===== src/rtl/float_convert_unit.sv =====
// rtl/float_convert_unit.sv - two-stage pipelined integer<->float conversion unit (ITOF / FTOI)
//
// Float format: sign | exponent (EXP_W, bias 2^(EXP_W-1)-1) | trailing mantissa (MAN_W),
// implicit leading 1. Integers are INT_W-bit two's complement; INT_W = 1+EXP_W+MAN_W.
//
// Ports:
//   clk          rising-edge clock
//   reset        asynchronous active-low reset
//   in_valid     op offered
//   in_ready     unit accepts the op this cycle (combinational, independent of in_valid)
//   in_mode      0 = ITOF, 1 = FTOI
//   in_data      source operand
//   in_tag       opaque tag, passed through
//   out_valid    result available
//   out_ready    consumer takes the result
//   out_data     converted value
//   out_tag      tag of the result
//   out_inexact  nonzero bits were discarded
//   out_ovf      FTOI saturated
//
// Optional feature macro: FLOAT_CONVERT_ROUND_NEAREST_EN (round-to-nearest-even in both
// directions instead of truncation).

module float_convert_unit #(
   parameter int EXP_W = 8,
   parameter int MAN_W = 7,
   parameter int INT_W = 16,
   parameter int TAG_W = 4
) (
   input  logic             clk,
   input  logic             reset,
   input  logic             in_valid,
   output logic             in_ready,
   input  logic             in_mode,
   input  logic [INT_W-1:0] in_data,
   input  logic [TAG_W-1:0] in_tag,
   output logic             out_valid,
   input  logic             out_ready,
   output logic [INT_W-1:0] out_data,
   output logic [TAG_W-1:0] out_tag,
   output logic             out_inexact,
   output logic             out_ovf
);

   localparam int BIAS  = (1 << (EXP_W - 1)) - 1;
   localparam int P_W   = $clog2(INT_W);
   localparam int REM_W = INT_W - 1 - MAN_W;

   localparam logic [EXP_W-1:0] BIAS_E    = EXP_W'(BIAS);
   localparam logic [EXP_W-1:0] BIAS_M1_E = EXP_W'(BIAS - 1);
   localparam logic [EXP_W:0]   K_BIG_E   = (EXP_W + 1)'(BIAS + INT_W);

   // ---------------------------------------------------------------- handshake
   logic s1_valid;
   logic s2_accept;

   assign s2_accept = !out_valid || out_ready;
   assign in_ready  = !s1_valid || s2_accept;

   // ---------------------------------------------------------------- stage 1
   logic             in_sign;
   logic [INT_W-1:0] in_mag;
   logic [P_W-1:0]   in_p;

   assign in_sign = in_data[INT_W-1];
   // Unsigned INT_W-bit negate, so the most negative input yields 2^(INT_W-1).
   assign in_mag  = in_sign ? (~in_data + INT_W'(1)) : in_data;

   always_comb begin
      in_p = '0;
      for (int i = 0; i < INT_W; i++) begin
         if (in_mag[i]) in_p = P_W'(i);
      end
   end

   logic             s1_mode;
   logic             s1_sign;
   logic [INT_W-1:0] s1_mag;
   logic [P_W-1:0]   s1_p;
   logic [EXP_W-1:0] s1_exp;
   logic [MAN_W-1:0] s1_man;
   logic [TAG_W-1:0] s1_tag;

   always_ff @(posedge clk or negedge reset) begin
      if (!reset) begin
         s1_valid <= 1'b0;
         s1_mode  <= 1'b0;
         s1_sign  <= 1'b0;
         s1_mag   <= '0;
         s1_p     <= '0;
         s1_exp   <= '0;
         s1_man   <= '0;
         s1_tag   <= '0;
      end else begin
         // When in_ready is high stage 1 is either empty or draining into stage 2.
         if (in_ready) s1_valid <= in_valid;
         if (in_valid && in_ready) begin
            s1_mode <= in_mode;
            s1_sign <= in_sign;
            s1_mag  <= in_mag;
            s1_p    <= in_p;
            s1_exp  <= in_data[INT_W-2:MAN_W];
            s1_man  <= in_data[MAN_W-1:0];
            s1_tag  <= in_tag;
         end
      end
   end

   // ---------------------------------------------------------------- stage 2: ITOF
   logic [P_W-1:0]         itof_lz;
   logic [INT_W-2:0]       itof_norm;
   logic [MAN_W-1:0]       itof_man;
   logic [REM_W-1:0]       itof_rem;
   logic [EXP_W-1:0]       itof_exp;
   logic [INT_W-2:0]       itof_packed;
   logic                   itof_zero;
   logic [INT_W-1:0]       itof_data;
   logic                   itof_inexact;

   // Shift the leading 1 up to bit INT_W-1 and drop it; what remains is mantissa then
   // discarded bits, already left-aligned and zero-filled for small magnitudes.
   assign itof_lz   = P_W'(INT_W - 1) - s1_p;
   assign itof_norm = (INT_W - 1)'(s1_mag << itof_lz);
   assign itof_man  = itof_norm[INT_W-2 -: MAN_W];
   assign itof_rem  = itof_norm[REM_W-1:0];
   assign itof_exp  = BIAS_E + EXP_W'(s1_p);

`ifdef FLOAT_CONVERT_ROUND_NEAREST_EN
   logic itof_up;
   assign itof_up = itof_rem[REM_W-1] && ((|itof_rem[REM_W-2:0]) || itof_man[0]);
   // A carry out of the mantissa ripples into the exponent and leaves the mantissa clear.
   assign itof_packed = {itof_exp, itof_man} + (INT_W - 1)'(itof_up);
`else
   assign itof_packed = {itof_exp, itof_man};
`endif

   assign itof_zero    = (s1_mag == '0);
   assign itof_data    = itof_zero ? '0 : {s1_sign, itof_packed};
   assign itof_inexact = !itof_zero && (|itof_rem);

   // ---------------------------------------------------------------- stage 2: FTOI
   logic                   f_zero;
   logic                   f_inf;
   logic                   f_neg_k;
   logic                   f_big_k;
   logic [P_W-1:0]         f_shamt;
   logic [INT_W+MAN_W-1:0] f_full;
   logic [INT_W-1:0]       f_int;
   logic [MAN_W-1:0]       f_frac;
   logic [INT_W:0]         f_mag;
   logic [INT_W-1:0]       f_small;
   logic [INT_W-1:0]       f_sat;
   logic                   f_too_big;
   logic                   f_min_neg;
   logic [INT_W-1:0]       f_data;
   logic                   f_inexact;
   logic                   f_ovf;

   assign f_zero  = (s1_exp == '0);
   assign f_inf   = (&s1_exp);
   assign f_neg_k = (s1_exp < BIAS_E);
   assign f_big_k = ({1'b0, s1_exp} >= K_BIG_E);
   // Only meaningful for 0 <= k <= INT_W-1, which is all that reaches the shift result.
   assign f_shamt = P_W'(s1_exp - BIAS_E);
   // Fixed point with MAN_W fraction bits: {1,m} * 2^k.
   assign f_full  = {{(INT_W-1){1'b0}}, 1'b1, s1_man} << f_shamt;
   assign f_int   = f_full[INT_W+MAN_W-1:MAN_W];
   assign f_frac  = f_full[MAN_W-1:0];

`ifdef FLOAT_CONVERT_ROUND_NEAREST_EN
   logic f_up;
   assign f_up    = f_frac[MAN_W-1] && ((|f_frac[MAN_W-2:0]) || f_int[0]);
   assign f_mag   = {1'b0, f_int} + (INT_W + 1)'(f_up);
   // 0.5 < |x| < 1 rounds to 1; exactly 0.5 ties to even (0).
   assign f_small = INT_W'((s1_exp == BIAS_M1_E) && (|s1_man));
`else
   assign f_mag   = {1'b0, f_int};
   assign f_small = '0;
`endif

   assign f_sat     = s1_sign ? {1'b1, {(INT_W-1){1'b0}}} : {1'b0, {(INT_W-1){1'b1}}};
   assign f_too_big = f_mag[INT_W] || f_mag[INT_W-1];
   // -2^(INT_W-1) is representable even though its magnitude is not.
   assign f_min_neg = s1_sign && (f_mag == {2'b01, {(INT_W-1){1'b0}}});

   always_comb begin
      f_data    = '0;
      f_inexact = 1'b0;
      f_ovf     = 1'b0;
      if (f_zero) begin
         f_inexact = |s1_man;
      end else if (f_inf) begin
         f_data = f_sat;
         f_ovf  = 1'b1;
      end else if (f_neg_k) begin
         f_inexact = 1'b1;
         f_data    = s1_sign ? (~f_small + INT_W'(1)) : f_small;
      end else if (f_big_k) begin
         f_data = f_sat;
         f_ovf  = 1'b1;
      end else begin
         f_inexact = |f_frac;
         if (f_too_big && !f_min_neg) begin
            f_data = f_sat;
            f_ovf  = 1'b1;
         end else begin
            f_data = s1_sign ? (~f_mag[INT_W-1:0] + INT_W'(1)) : f_mag[INT_W-1:0];
         end
      end
   end

   // ---------------------------------------------------------------- stage 2 register
   always_ff @(posedge clk or negedge reset) begin
      if (!reset) begin
         out_valid   <= 1'b0;
         out_data    <= '0;
         out_tag     <= '0;
         out_inexact <= 1'b0;
         out_ovf     <= 1'b0;
      end else if (s2_accept) begin
         out_valid <= s1_valid;
         if (s1_valid) begin
            out_data    <= s1_mode ? f_data : itof_data;
            out_tag     <= s1_tag;
            out_inexact <= s1_mode ? f_inexact : itof_inexact;
            out_ovf     <= s1_mode ? f_ovf : 1'b0;
         end
      end
   end

endmodule


===== config.mk =====
export PLATFORM = sky130hd
export DESIGN_NAME = float_convert_unit
export DESIGN_NICKNAME = d
export VERILOG_FILES = /design/src/rtl/float_convert_unit.sv
export SDC_FILE = /design/constraint.sdc
export NUM_CORES = 1
export LEC_CHECK = 0
export CORE_MARGIN = 1.5
export CORE_UTILIZATION = 53
export CTS_CLUSTER_DIAMETER = 30
export CTS_CLUSTER_SIZE = 24
export DETAILED_ROUTE_END_ITERATION = 6
export PLACE_DENSITY_LB_ADDON = 0.3
export SETUP_SLACK_MARGIN = 0.3
export SLEW_MARGIN = 10
export SYNTH_ARGS = -nofsm -noshare
export SYNTH_HDL_FRONTEND = slang
export SYNTH_SLANG_ARGS = --single-unit

===== constraint.sdc =====
create_clock -name clk -period 3.8 [get_ports clk]
set_input_delay 0.76 -clock clk [delete_from_list [all_inputs] [get_ports clk]]
set_output_delay 0.76 -clock clk [all_outputs]
set_load 0.05 [all_outputs]

==> flow_results.org <==
** Status
- Outcome :: complete, no violations

** STA
- Setup Total Neg Slack :: 0 ps
- After layout, the worst path uses 90.4% of the clock period.
- For the finished layout, the period the worst path requires is 3430 ps.
- Headroom to the max-slew limit :: 46.1%
- Slew of the pin with the lowest slew margin :: about 800 ps
- Setup violations remaining at the end of the flow were counted as 0.
- Worst Slack Setup Final :: 365 ps
- Between clock sinks in the finished design, the worst skew comes to 7.74 ps.
- Setup repair after global routing could not meet its margin everywhere.
- Based on the critical path, the design can be clocked at up to 291 MHz.
- The final-report max-slew violation count was 0.
- Total count of hold-check failures in the final report :: 0

** Power and ir drop
- The share of total power dissipated in sequential elements is 29.3%.
- For this design the ratio of total power to cell area is 562 nW/um2.
- Static leakage power :: roughly 2.6 nW
- Combinational cell fraction of total power :: about 53%
- Share of power burned in the clock network :: 18.2%
- Cell internal power was estimated by the tool at roughly 1.9 mW.
- Summed over all nets, the switching power comes to 1.45 mW.
- IR analysis of the VDD net gives a maximum drop of between 0.2 and 0.25 mV.
- Switching Fraction :: 43.8%

** Logic synthesis
- The number of nets handed over by synthesis was approximately 650.
- In this run the cell area of the synthesized design comes to 4900 um2.
- Most instantiated flip-flop cell in the synthesis netlist :: sky130_fd_sc_hd__dfrtp_1
- Counting flops with a built-in enable in the synthesized netlist gives 0.
- Number of library cell types mapped by synthesis :: 68
- Synthesized flop and latch total :: 64
- Of the synthesized area, sequential elements account for 32.7%.
- Synth Instances :: between 600 and 700
- Yosys printed 0 warnings.
- For this run, asynchronously set or reset flops after synthesis account for 100%.
- Synthesized area per cell :: 7.97 um2

** Place
- Placed wire-length estimate after detailed placement :: 10,100 um
- Placer Congestion :: about 0.96
- Prior to clock tree synthesis, the placed netlist has a worst setup slack of 84.6 ps.
- Buffers added on ports :: 48

** Layout
- The number of antenna diodes in the final layout is 0.
- The area growth from synthesis to layout is 20.5%.
- Counting the fill cells in the layout gives 753.
- Number of nets at the end of the flow :: 698
- The post-route netlist has 12.8% of its cells at a drive strength greater than 1.

** Worst setup path
- Data on the critical path arrives at its endpoint at 3670 ps.
- The worst setup path is of the reg -> reg kind.
- Cell breakdown of the critical path :: inv_1, ha_4, mux4_2, and3_4, a21oi_4, ha_2, o211a_1, nand4_4, o41ai_4, buf_4, buf_12, o21ai_1, and3_1, a211o_1
- On the critical path the largest part of the delay comes from compound AO/OA/AOI/OAI gates.
- Maximum single-stage delay on the critical path :: 540 ps
- The worst setup path is captured at a register.
- At the worst endpoint, the required time is just over 4000 ps.
- The critical path contains buffers and inverters numbering 3 combined.
- For this design, the slowest cell found on the critical path is sky130_fd_sc_hd__mux4_2.
- Setup crit start kind :: register
- Crit-path max FO :: 5

** Clocking
- CTS Sinks :: 64
- The clock reaches the later pin of the worst-skew pair after 350 ps.
- The longest clock path from root to sink contains 2 buffers.
- Clock tree from TritonCTS :: done
- CTS built an H-tree with a depth of 3.
- Clock-pin slew was measured on the worst setup and hold paths at 70 ps.
- Clk Tree Root Cell :: sky130_fd_sc_hd__clkbuf_8
- Cts-stage hold buffer count :: 0
- The number of clock buffers added by TritonCTS is 9.

** GRT
- The total overflow left after global routing is 0.
- Pin count of the biggest net entering global routing :: 63
- The number of antenna violations at the first check in global routing is 0.
- The first global-routing pass estimated 22,600 um of wire.
- Global routing usage summed across all routing layers :: 28.6%
- Vias in the first global route :: 4,488

** Route
- Number of routed nets with antenna violations :: 0
- After detailed routing, the number of vias per cell comes to 6.16.
- DR vias :: around 4.8k
- DRT iter0 DRCs :: 385
- Wires add up to 13,700 um.
- Routed length per placed instance :: around 18 um
- The pre-antenna-repair detailed-routing pass consisted of 5 iterations.
- Residual DRC :: 0

** Die
- Initial standard-cell utilization of the core :: a little under three fifths
- Row count :: 34
- Die H :: 99.1 um
- The die covers 9820 um2.
- The die is 99.1 um wide.
- For this design the top-level I/O count stands at between 40 and 50.
- The core region is 8850 um2.

** Job
- The tool flagged a number of max-cap violations equal to 0.

** Min path
- The path class of the tightest hold or removal check is in -> async.
stage by stage:
step                      cell area (um2)  hold WS (ps)  utilization, %  power, mW  cells
after floorplan                      4900           439               -       2.09    614
after global placement               5490           452            62.1       2.55    748
after detailed placement             5490           455            62.1       2.57    748
after CTS                            5730           185            64.8       3.20    766
after global routing                 5900           181            66.7       3.50    779
final                                5900           188            66.7       3.31    779
power by group through the flow:
stage,Sequential (mW),Clock (mW),Combinational (mW)
after floorplan,1.15,0,0.946
final,0.971,0.601,1.74
after global placement,0.972,0,1.58
after detailed placement,0.980,0,1.59
after global routing,0.989,0.638,1.87
after CTS,0.967,0.609,1.62
layout make-up:
type,instances,area (um2),area share [%]
Multi-Input combinational cell,495,3140,53.3
Sequential cell,64,1600,27.2
Timing Repair Buffer,82,768,13.0
Clock buffer,13,159,2.69
Tap cell,108,135,2.29
Inverter,14,52.6,0.891
Clock inverter,3,40.0,0.679
cell families (layout without fill, tap and decap cells):
group | after synthesis | count (layout) | synth area share, %
compound gates | 167 | 167 | 22.4
xor+xnor | 22 | 22 | 4.24
fa+ha+maj | 7 | 7 | 1.79
buf+inv | 55 | 112 | 4.52
flops | 64 | 64 | 32.7
mux | 45 | 45 | 10.8
simple gates | 254 | 254 | 23.6
worst paths after layout:
kind,start,end,slack (ps),cells after the start
max,s1_exp[1]$_DFFE_PN0P_,out_data[15]$_DFFE_PN0P_,370,14
min,reset,out_data[14]$_DFFE_PN0P_,190,1
max reg2reg,s1_exp[1]$_DFFE_PN0P_,out_data[15]$_DFFE_PN0P_,370,14
min reg2reg,s1_tag[1]$_DFFE_PN0P_,out_tag[1]$_DFFE_PN0P_,470,2
max in group asynchronous,reset,s1_exp[0]$_DFFE_PN0P_,2640,2
min in group clk,s1_tag[1]$_DFFE_PN0P_,out_tag[1]$_DFFE_PN0P_,470,2
registers in the layout (all words and copies together), names as in the netlist:
signal and flops:
s1_tag 4, s1_exp 8, out_inexact 1, s1_mag 16, out_ovf 1, s1_sign 1, s1_p 4, s1_valid 1
out_valid 1, out_data 16, s1_man 6, s1_mode 1, out_tag 4
synth_stat cells, drive strengths merged (8+ instances only):
cell    instances  share of area [%]
dfrtp          64                 33
clkbuf         32                2.5
nand2b         11                1.4
nor2           44                3.4
mux2           11                2.5
nand3          12                1.2
nor3            8               0.82
xor2           16                3.0
a21oi          37                4.0
nand2         136                 10
buf             9                1.0
mux2i          29                5.9
o21ai          60                6.1
inv            14                1.1
cells in the final DEF (no fill, tap or decap), types with 5 or more instances in the layout:
| cell | n |
|---|---|
| sky130_fd_sc_hd__mux2i_1 | 27 |
| sky130_fd_sc_hd__nor4_1 | 6 |
| sky130_fd_sc_hd__o21a_1 | 6 |
| sky130_fd_sc_hd__buf_4 | 31 |
| sky130_fd_sc_hd__nand2_1 | 136 |
| sky130_fd_sc_hd__mux4_2 | 5 |
| sky130_fd_sc_hd__o31ai_1 | 7 |
| sky130_fd_sc_hd__nor3_1 | 8 |
| sky130_fd_sc_hd__nor2_1 | 44 |
| sky130_fd_sc_hd__clkdlybuf4s50_1 | 47 |
| sky130_fd_sc_hd__nand4_1 | 5 |
| sky130_fd_sc_hd__or3_1 | 5 |
| sky130_fd_sc_hd__a21oi_1 | 35 |
| sky130_fd_sc_hd__o21ai_0 | 50 |
| sky130_fd_sc_hd__mux2_2 | 9 |
| sky130_fd_sc_hd__and2_1 | 5 |
| sky130_fd_sc_hd__a22oi_1 | 7 |
| sky130_fd_sc_hd__xor2_1 | 14 |
| sky130_fd_sc_hd__o211ai_1 | 6 |
| sky130_fd_sc_hd__o21ai_1 | 10 |
| sky130_fd_sc_hd__nand3_1 | 12 |
| sky130_fd_sc_hd__ha_1 | 5 |
| sky130_fd_sc_hd__clkbuf_8 | 11 |
| sky130_fd_sc_hd__nand2b_1 | 11 |
| sky130_fd_sc_hd__inv_1 | 13 |
| sky130_fd_sc_hd__dfrtp_1 | 63 |
metal layers:
layer  track usage [%]  vias to the layer above  part of all wire, %
met3              4.22                       31                  6.0
met5                 0                        -                    0
met2              44.9                      205                   47
met4              11.5                        0                  2.9
li1                  -                     2296                    -
met1              40.2                     2267                   45
what timing repair did:
action,CTS,global route
setup endpoints to repair,6,8
resized for setup,5,9
buffers inserted,2,12
pin swaps,2,3
gates cloned,0,1
Power figures use the tool's default switching activity.
